File: config.mk
export PLATFORM = sky130hd
export DESIGN_NAME = mod503_unscale_500_flat
export DESIGN_NICKNAME = d
export VERILOG_FILES = /design/src/rtl/mod503_unscale_500_pkg.sv /design/src/rtl/mod503_unscale_500_if.sv /design/src/rtl/mod503_unscale_500_dbl_add.sv /design/src/rtl/mod503_unscale_500.sv /design/src/flat_wrapper.sv
export SDC_FILE = /design/constraint.sdc
export NUM_CORES = 1
export LEC_CHECK = 0
export CAP_MARGIN = 20
export CELL_PAD_IN_SITES_DETAIL_PLACEMENT = 1
export CELL_PAD_IN_SITES_GLOBAL_PLACEMENT = 2
export CORE_UTILIZATION = 32
export CTS_BUF_LIST = sky130_fd_sc_hd__clkbuf_4
export DETAILED_ROUTE_END_ITERATION = 12
export GPL_TIMING_DRIVEN = 0
export PLACE_DENSITY = 0.77
export RECOVER_POWER = 50
export SKIP_LAST_GASP = 1
export SYNTH_ARGS = -nofsm -noshare
export SYNTH_HDL_FRONTEND = slang
export SYNTH_SLANG_ARGS = --single-unit
File: constraint.sdc
create_clock -name clk -period 2.95 [get_ports clk]
set_input_delay 0.59 -clock clk [delete_from_list [all_inputs] [get_ports clk]]
set_output_delay 0.59 -clock clk [all_outputs]
set_load 0.01 [all_outputs]
File: src/rtl/mod503_unscale_500_pkg.sv
// Shared constants, FSM state encoding and the modular reduction helper
// for the mod-503 unscaling decoder.
package mod503_pkg;

    localparam int W   = 9;    // residue width
    localparam int MOD = 503;  // modulus, odd and < 2^W
    localparam int INV = 335;  // 500^-1 mod 503, < 2^W

    // Width of the MSB-first bit counter over the W constant bits.
    localparam int CNT_W = $clog2(W);

    typedef enum logic [1:0] {
        IDLE = 2'd0,
        RUN  = 2'd1,
        DONE = 2'd2
    } state_t;

    // One conditional subtraction. Any value below 2*MOD becomes canonical.
    function automatic logic [W:0] reduce_once(input logic [W:0] v);
        return (v >= (W+1)'(MOD)) ? v - (W+1)'(MOD) : v;
    endfunction

endpackage

File: src/rtl/mod503_unscale_500_if.sv
// Valid/ready input and output channels of the unscaling decoder.
interface mod503_unscale_500_if;
    import mod503_pkg::*;

    logic         in_valid;
    logic         in_ready;
    logic [W-1:0] in_data;
    logic         out_valid;
    logic         out_ready;
    logic [W-1:0] out_data;

    // Decoder side: consumes residues, produces unscaled results.
    modport slave (
        input  in_valid,
        input  in_data,
        output in_ready,
        output out_valid,
        output out_data,
        input  out_ready
    );

    // Environment side: offers residues and drains results.
    modport master (
        output in_valid,
        output in_data,
        input  in_ready,
        input  out_valid,
        input  out_data,
        output out_ready
    );

endinterface

File: src/rtl/mod503_unscale_500_dbl_add.sv
// One double-and-add step: sum = (2*acc + bit*r) mod MOD.
// Both operands are canonical, so each stage needs a single reduction
// and every intermediate fits in W+1 bits.
module mod503_dbl_add
    import mod503_pkg::*;
(
    input  logic [W-1:0] acc_i,
    input  logic [W-1:0] r_i,
    input  logic         bit_i,
    output logic [W-1:0] sum_o
);

    logic [W:0] dbl_red;
    logic [W:0] add_raw;

    // Double, reduce, conditionally add r, reduce again.
    always_comb begin
        dbl_red = reduce_once({acc_i, 1'b0});
        add_raw = dbl_red + (bit_i ? {1'b0, r_i} : '0);
        sum_o   = W'(reduce_once(add_raw));
    end

endmodule

File: src/rtl/mod503_unscale_500.sv
// Sequential decoder: x = y * INV mod MOD, computed bit-serially MSB-first
// over the W bits of INV, with valid/ready handshakes on both sides.
module mod503_unscale_500
    import mod503_pkg::*;
(
    input  logic                 clk,
    input  logic                 rst,
    mod503_unscale_500_if.slave  bus,
    output logic                 busy
);

    localparam logic [W-1:0] INV_BITS = W'(INV);

    state_t             state_q, state_d;
    logic [CNT_W-1:0]   cnt_q;
    logic [W-1:0]       r_q;
    logic [W-1:0]       acc_q;
    logic [W-1:0]       out_data_q;
    logic [W-1:0]       step_sum;
    logic               inv_bit;

    assign inv_bit = INV_BITS[cnt_q];

    mod503_dbl_add u_dbl_add (
        .acc_i (acc_q),
        .r_i   (r_q),
        .bit_i (inv_bit),
        .sum_o (step_sum)
    );

    // State register; reset wins over everything, including mid-RUN.
    always_ff @(posedge clk) begin
        // NOTE: clocked state uses non-blocking assignments so every register
        // samples pre-edge values regardless of block ordering.
        if (rst) begin
            state_q <= IDLE;
        end else begin
            state_q <= state_d;
        end
    end

    // Next-state logic: accept in IDLE, W steps in RUN, hold DONE until drained.
    always_comb begin
        // NOTE: default first so no path leaves state_d unassigned (no latch).
        state_d = state_q;
        unique case (state_q)
            IDLE:    if (bus.in_valid)      state_d = RUN;
            RUN:     if (cnt_q == '0)       state_d = DONE;
            DONE:    if (bus.out_ready)     state_d = IDLE;
            default:                        state_d = IDLE;
        endcase
    end

    // Outputs decoded from state only; no input-to-output combinational path.
    always_comb begin
        bus.in_ready  = (state_q == IDLE);
        bus.out_valid = (state_q == DONE);
        busy          = (state_q != IDLE);
    end

    assign bus.out_data = out_data_q;

    // Datapath: latch canonical r on accept, iterate acc, publish final result.
    always_ff @(posedge clk) begin
        if (rst) begin
            cnt_q      <= '0;
            r_q        <= '0;
            acc_q      <= '0;
            out_data_q <= '0;
        end else begin
            unique case (state_q)
                IDLE: begin
                    if (bus.in_valid) begin
                        r_q   <= W'(reduce_once({1'b0, bus.in_data}));
                        acc_q <= '0;
                        cnt_q <= CNT_W'(W - 1);
                    end
                end
                RUN: begin
                    acc_q <= step_sum;
                    if (cnt_q == '0) begin
                        out_data_q <= step_sum;
                    end else begin
                        cnt_q <= cnt_q - 1'b1;
                    end
                end
                default: begin
                    // DONE: result held in out_data_q until the next completion.
                end
            endcase
        end
    end

endmodule

File: src/flat_wrapper.sv
// flat-port wrapper written by rule: the top's interface ports become plain ports
module mod503_unscale_500_flat import mod503_pkg::*;
  (clk, rst, busy, bus_in_valid, bus_in_data, bus_in_ready, bus_out_valid, bus_out_data, bus_out_ready);
  mod503_unscale_500_if bus_i ();
  input  logic clk;
  input  logic rst;
  output logic busy;
  input wire logic [$bits(bus_i.in_valid)-1:0] bus_in_valid;
  input wire logic [$bits(bus_i.in_data)-1:0] bus_in_data;
  output wire logic [$bits(bus_i.in_ready)-1:0] bus_in_ready;
  output wire logic [$bits(bus_i.out_valid)-1:0] bus_out_valid;
  output wire logic [$bits(bus_i.out_data)-1:0] bus_out_data;
  input wire logic [$bits(bus_i.out_ready)-1:0] bus_out_ready;
  assign bus_i.in_valid = bus_in_valid;
  assign bus_i.in_data = bus_in_data;
  assign bus_in_ready = bus_i.in_ready;
  assign bus_out_valid = bus_i.out_valid;
  assign bus_out_data = bus_i.out_data;
  assign bus_i.out_ready = bus_out_ready;
  mod503_unscale_500 u_core (.clk(clk), .rst(rst), .bus(bus_i), .busy(busy));
endmodule
==> results of run 1 <==
## how the worst min path moves through the flow
| stage | from | to | slack [ns] | cells after the start |
|---|---|---|---|---|
| after floorplan | u_core.acc_q[1] | u_core.acc_q[1] | 0.43 | 2 |
| after CTS | u_core.bus.out_data[5] | u_core.bus.out_data[5] | 0.47 | 2 |
| final | u_core.acc_q[0] | u_core.acc_q[0] | 0.49 | 2 |
| after global placement | u_core.bus.out_data[5] | u_core.bus.out_data[5] | 0.44 | 2 |
| after global routing | u_core.bus.out_data[5] | u_core.bus.out_data[5] | 0.51 | 2 |
| after detailed placement | u_core.bus.out_data[5] | u_core.bus.out_data[5] | 0.45 | 2 |
## final cells by class
cell class / count / share of cell area [%]
Timing Repair Buffer: 58 / 15.0
Sequential cell: 34 / 20.4
Buffer: 7 / 1.72
Clock buffer: 5 / 1.10
Inverter: 13 / 1.42
Clock inverter: 3 / 1.86
Tap cell: 96 / 3.51
Multi-Input combinational cell: 227 / 55.0
## synth_stat cells, types with 6 or more instances
| cell type | instances | area (um2) |
|---|---|---|
| nand2b_1 | 6 | 37.5 |
| a21oi_1 | 13 | 65.1 |
| inv_1 | 13 | 48.8 |
| ha_1 | 14 | 175 |
| nand3_1 | 12 | 60.1 |
| nor2_1 | 38 | 143 |
| o21ai_0 | 15 | 75.1 |
| xnor2_1 | 9 | 78.8 |
| dfxtp_1 | 34 | 681 |
| and2_1 | 11 | 68.8 |
| a211oi_1 | 6 | 45.0 |
| xor2_1 | 6 | 52.6 |
| nand2_1 | 25 | 93.8 |
## critical path: stages, from the launching register on
cell and delay [ns]:
dfxtp_4 0.38, nand2_2 0.07, nor2_4 0.12, nand2_2 0.07, nand2_4 0.11, and2_4 0.17, nand3_4 0.06, xnor2_2 0.13
ha_1 0.29, o21a_1 0.15, o21a_4 0.22, o22ai_4 0.19, xor2_2 0.12, o41a_1 0.48, buf_6 0.19, o31ai_4 0.26
a211oi_2 0.11
## kinds of logic after synthesis
family	after synthesis	share of synthesized area, %
xor gates and xnor gates	17	7.61
muxes	5	2.23
and+or+nand+nor	118	25.0
adders and majority gates	15	8.48
DFF	34	29.6
buffers and inverters	20	4.67
AOI/OAI and AO/OA	72	22.4
## power groups by stage
stage | sequential (mW) | combinational (mW) | clock [mW]
global route | 0.524 | 0.489 | 0.474
CTS | 0.519 | 0.413 | 0.445
global placement | 0.534 | 0.344 | 0
floorplan | 0.534 | 0.228 | 0
detailed placement | 0.535 | 0.349 | 0
finish | 0.519 | 0.448 | 0.441
## registers in the layout (all words and copies together) (netlist names)
signal	flops
u_core.inv_bit	1
u_core.r_q	9
u_core.bus.out_data	9
u_core.cnt_q	4
u_core.state_q	2
u_core.acc_q	9
## repair_timing
item,CTS,global route
endpoints found under the setup margin,18,18
setup buffers,22,12
pin swaps,27,23
hold buffers,0,0
gates resized for setup,36,30
gates cloned,1,0
## layer usage
metal,up-vias,wire length (um)
li1,1138,-
met1,1083,3260
met2,21,3520
met3,10,131
met4,0,113
met5,-,0
==> flow_summary.ini, run 1 <==
[finish]
multi_input_area_mm2 = 0.00188
antennaDiodeCount = 0
seq_area_um2 = 699
area_growth_pct = 48.7
layout_commonest_cell = nor2_1
drive_gt1_share_pct = 29.4
finish.utilization_pct = 49.9
fillCellCount = 817
post-route-cell-area_mm2 = 0.00342
mostFrequentLayoutCells = nor2_1, dfxtp_1, buf_4, nand2_1, clkdlybuf4s50_1
fin_nets = 374
instances_no_fill = 443

[sta]
min_period_ns = 3.23
worst_slew_pin_slew_ns = 0.623
clock.fmax_ghz = 0.309
rsz0062_at_grt = yes
worst_clock_skew_ns = 0.0146
drv_slew = 0
max_slew_margin_pct = 58.1
setup_violations = 15
hold_viol_final = 0
setup_slack_ns = -0.283
fin_setup_tns_ns = -3.02
fin_crit_sh_pct = 110
holdWs_ns = 0.487

[status]
status = finished, violations left
failed_checks = setup timing

[placed_design]
io_buffers = 23
gp_congestion = 0.741
place_ws_ns = -0.611
post-place-cells = 400
dp_hpwl_um = 4780
placed_area_mm2 = 0.00272

[global_route]
grt_pass1_wl_um = 11000
grt-busiest-layer = met2
grt_use_met3_pct = 3.14
overflow = 0
first_global_vias = 2183
met1_usage_pct = 24.3
grtUsageTotal_pct = 19.0
antenna_found_initial = 0
use_met2_pct = 33.4
grt_max_degree = 12

[clock_network]
ctsLongestPathBuffers = 2
cts_tree = yes
ctsRootBufferMaster = clkbuf_4
cts_sinks = 34
cts_inserted_buffers = 5
htree_levels = 2
worstSkewPairLatency_ns = 0.35
clkTransAtPathRegs_ns = 0.12

[pwr]
p_clk_share_pct = 31.3
p_sw_share_pct = 32.0
cellPowerDensity_mw_per_mm2 = 411
leakagePower_nw = 1.33
p_int_mw = 0.957
ir_drop_uv = 207
p_sw_mw = 0.451
seqPwrFrac_pct = 36.8
combinationalPowerShare_pct = 31.8
report.power.total_mw = 1.41

[routing]
wirelength_um = 7030
via_per_inst = 5.08
first_pass_iters = 6
ant_nets = 0
drc_errors = 0
wire_per_inst_um = 15.9
drtIter0Drc = 42
route.vias.total = 2252

[floorplan]
die-area_mm2 = 0.00754
core_region_area_mm2 = 0.00687
row_count = 30
io_pins = 25
initial_utilization_pct = 33.5
die_w_um = 86.8
die_h_um = 86.8

[synthesis]
synth_flop_cell = dfxtp_1
synthesis.area_mm2 = 0.00230
synth_cell_types = 59
syn-instance-count = 281
synth_nets = 309
syn_avg_cell_area_um2 = 8.19
ys.warnings.count = 0
yosysSeqAreaShare_pct = 29.6
synthArstFlopShare_pct = 0
synth_edf_count = 0
ys_seq_elements = 34

[setup_path]
reg2reg_slack_ns = -0.28
required_ns = 3.19
critPathCaptureType = flop
startpoint = u_core.acc_q[2]
cp-start-kind = flop
endpoint = u_core.bus.out_data[6]
path_class = reg -> reg
reg2reg_to = u_core.bus.out_data[6]
cp_max_fo = 6
worstReg2RegStart = u_core.acc_q[2]
ff2ff_path_depth = 16
arrival_ns = 3.47

[worst_hold_path]
hold_path_class = reg -> reg

[flow_run]
drv_cap = 0
Note: power is estimated with default switching activity, not from simulation.
==> run 2: changes to the inputs <==
CAP_MARGIN = unset   (was 20)
==> results of run 2 <==
Same layout as run 1: the final DEF is identical, and so are final timing and power.
==> run 3: changes to the inputs <==
SETUP_SLACK_MARGIN = 0.3   (was unset)
==> run 3 against run 2 <==
Net effect: the flow still finishes with violations (setup timing); critical endpoint is now u_core.bus.out_data[5]; utilization decreased by 0.67 points; sequential power is essentially flat; first-iteration DRC count is 12% higher.
==> flow_summary.ini, run 3 (synthesis gave the netlist of run 1 again) <==
[sta]
worst_clock_skew_ns = 0.00993
hold_viol_final = 0
clock.fmax_ghz = 0.308
min_period_ns = 3.25
fin_crit_sh_pct = 110
max_slew_margin_pct = 54.0
setup_slack_ns = -0.300
drv_slew = 0
rsz0062_at_grt = yes
fin_setup_tns_ns = -3.58
worst_slew_pin_slew_ns = 0.688
setup_violations = 17

[global_route]
antenna_found_initial = 1
grt_pass1_wl_um = 11900
overflow = 0
grt_max_degree = 12
first_global_vias = 2336
grtUsageTotal_pct = 21.0

[routing]
via_per_inst = 5.16
first_pass_iters = 4
wirelength_um = 7460
wire_per_inst_um = 16.8
route.vias.total = 2296
ant_nets = 0
drc_errors = 0
drtIter0Drc = 47

[floorplan]
die-area_mm2 = 0.00754
core_region_area_mm2 = 0.00687
row_count = 30
die_h_um = 86.8
initial_utilization_pct = 33.5
io_pins = 25
die_w_um = 86.8

[placed_design]
gp_congestion = 0.714
io_buffers = 23
post-place-cells = 400
dp_hpwl_um = 5020

[clock_network]
cts_inserted_buffers = 5
cts_tree = yes
clkTransAtPathRegs_ns = 0.12
ctsLongestPathBuffers = 2
ctsRootBufferMaster = clkbuf_4
htree_levels = 2
worstSkewPairLatency_ns = 0.34
holdBufCountCts = 0
cts_sinks = 34

[setup_path]
critPathCaptureType = flop
cp_max_fo = 6
path_class = reg -> reg
cp-start-kind = flop
arrival_ns = 3.46
required_ns = 3.16

[status]
status = finished, violations left
failed_checks = setup timing

[worst_hold_path]
hold_path_class = reg -> reg

[finish]
fin_nets = 375
fillCellCount = 807
drive_gt1_share_pct = 29.9
multi_input_area_mm2 = 0.00188
seq_area_um2 = 701
instances_no_fill = 445
layout_commonest_cell = nor2_1
mostFrequentLayoutCells = nor2_1, buf_4, dfxtp_1, nand2_1, clkdlybuf4s50_1
area_growth_pct = 46.7

[flow_run]
drv_cap = 0

[pwr]
report.power.total_mw = 1.24
cellPowerDensity_mw_per_mm2 = 367
ir_drop_uv = 180
leakagePower_nw = 1.34
## run 3: cell types whose count changed in the layout (fill, tap and decap cells not counted), moves of 2 or more
| cell | change |
|---|---|
| nor2_2 | +2 |
| o21ai_2 | +2 |
| ha_2 | +2 |
| buf_4 | +2 |
| nor2_1 | -2 |
| bufinv_16 | -2 |
## run 3: worst paths after layout
check | from | endpoint | slack [ns] | cells past startpoint
min reg2reg | u_core.bus.out_data[5] | u_core.bus.out_data[5] | 0.47 | 2
min | u_core.bus.out_data[5] | u_core.bus.out_data[5] | 0.47 | 2
max | u_core.acc_q[2] | u_core.bus.out_data[5] | -0.30 | 16
max reg2reg | u_core.acc_q[2] | u_core.bus.out_data[5] | -0.30 | 16
## run 3: worst max-delay path, cell delays in order, from the launching register on
cell and delay [ns]:
dfxtp_4 0.39, nand2_4 0.06, nor2_4 0.11, nand2_2 0.07, nand2_4 0.11, mux2_4 0.33
ha_4 0.32, buf_4 0.12, nand2_1 0.09, a21oi_4 0.20, o22ai_2 0.13, xor2_2 0.18
o41a_1 0.47, buf_6 0.18, buf_4 0.13, o221ai_2 0.13, a21oi_1 0.08
## run 3: area by class of cell
type | count | share of cell area, %
clock inverters | 3 | 0.481
diodes | 1 | 0.0741
well taps | 96 | 3.56
multi-input cells | 227 | 55.6
flip-flops and latches | 34 | 20.7
repair buffers | 59 | 15.3
clock buffers | 5 | 1.11
inverters | 13 | 1.44
plain buffers | 7 | 1.74
## run 3: routing by layer
metal | wire length, um | track usage, % | vias to the layer above
met5 | 0 | 0 | -
met4 | 126 | 8.94 | 0
met3 | 168 | 2.95 | 9
met2 | 3940 | 37.4 | 36
met1 | 3230 | 25.0 | 1111
li1 | - | - | 1140
## run 3: stage by stage
| step | worst slack, ns | hold WS, ns | utilization, % | cell area, um2 |
|---|---|---|---|---|
| floorplan | -0.0838 | 0.432 | - | 2370 |
| global placement | -0.596 | 0.444 | 39.6 | 2720 |
| detailed placement | -0.607 | 0.452 | 39.6 | 2720 |
| CTS | -0.318 | 0.474 | 46.2 | 3170 |
| global route | -0.442 | 0.490 | 49.2 | 3380 |
| finish | -0.300 | 0.469 | 49.2 | 3380 |
## run 3: what timing repair did
item                                    in CTS  in global routing
endpoints found under the hold margin        0                  0
buffers inserted                            22                 12
pin swaps                                   22                 16
endpoints found under the setup margin      18                 18
gates resized for setup                     45                 21
gates cloned                                 1                  1
## run 3: where the power goes
group	leakage, nW	switching [mW]	total [mW]	internal [mW]
clock	0.0286	0.181	0.269	0.0887
sequential	0.282	0.0256	0.520	0.495
combinational	1.02	0.250	0.450	0.200
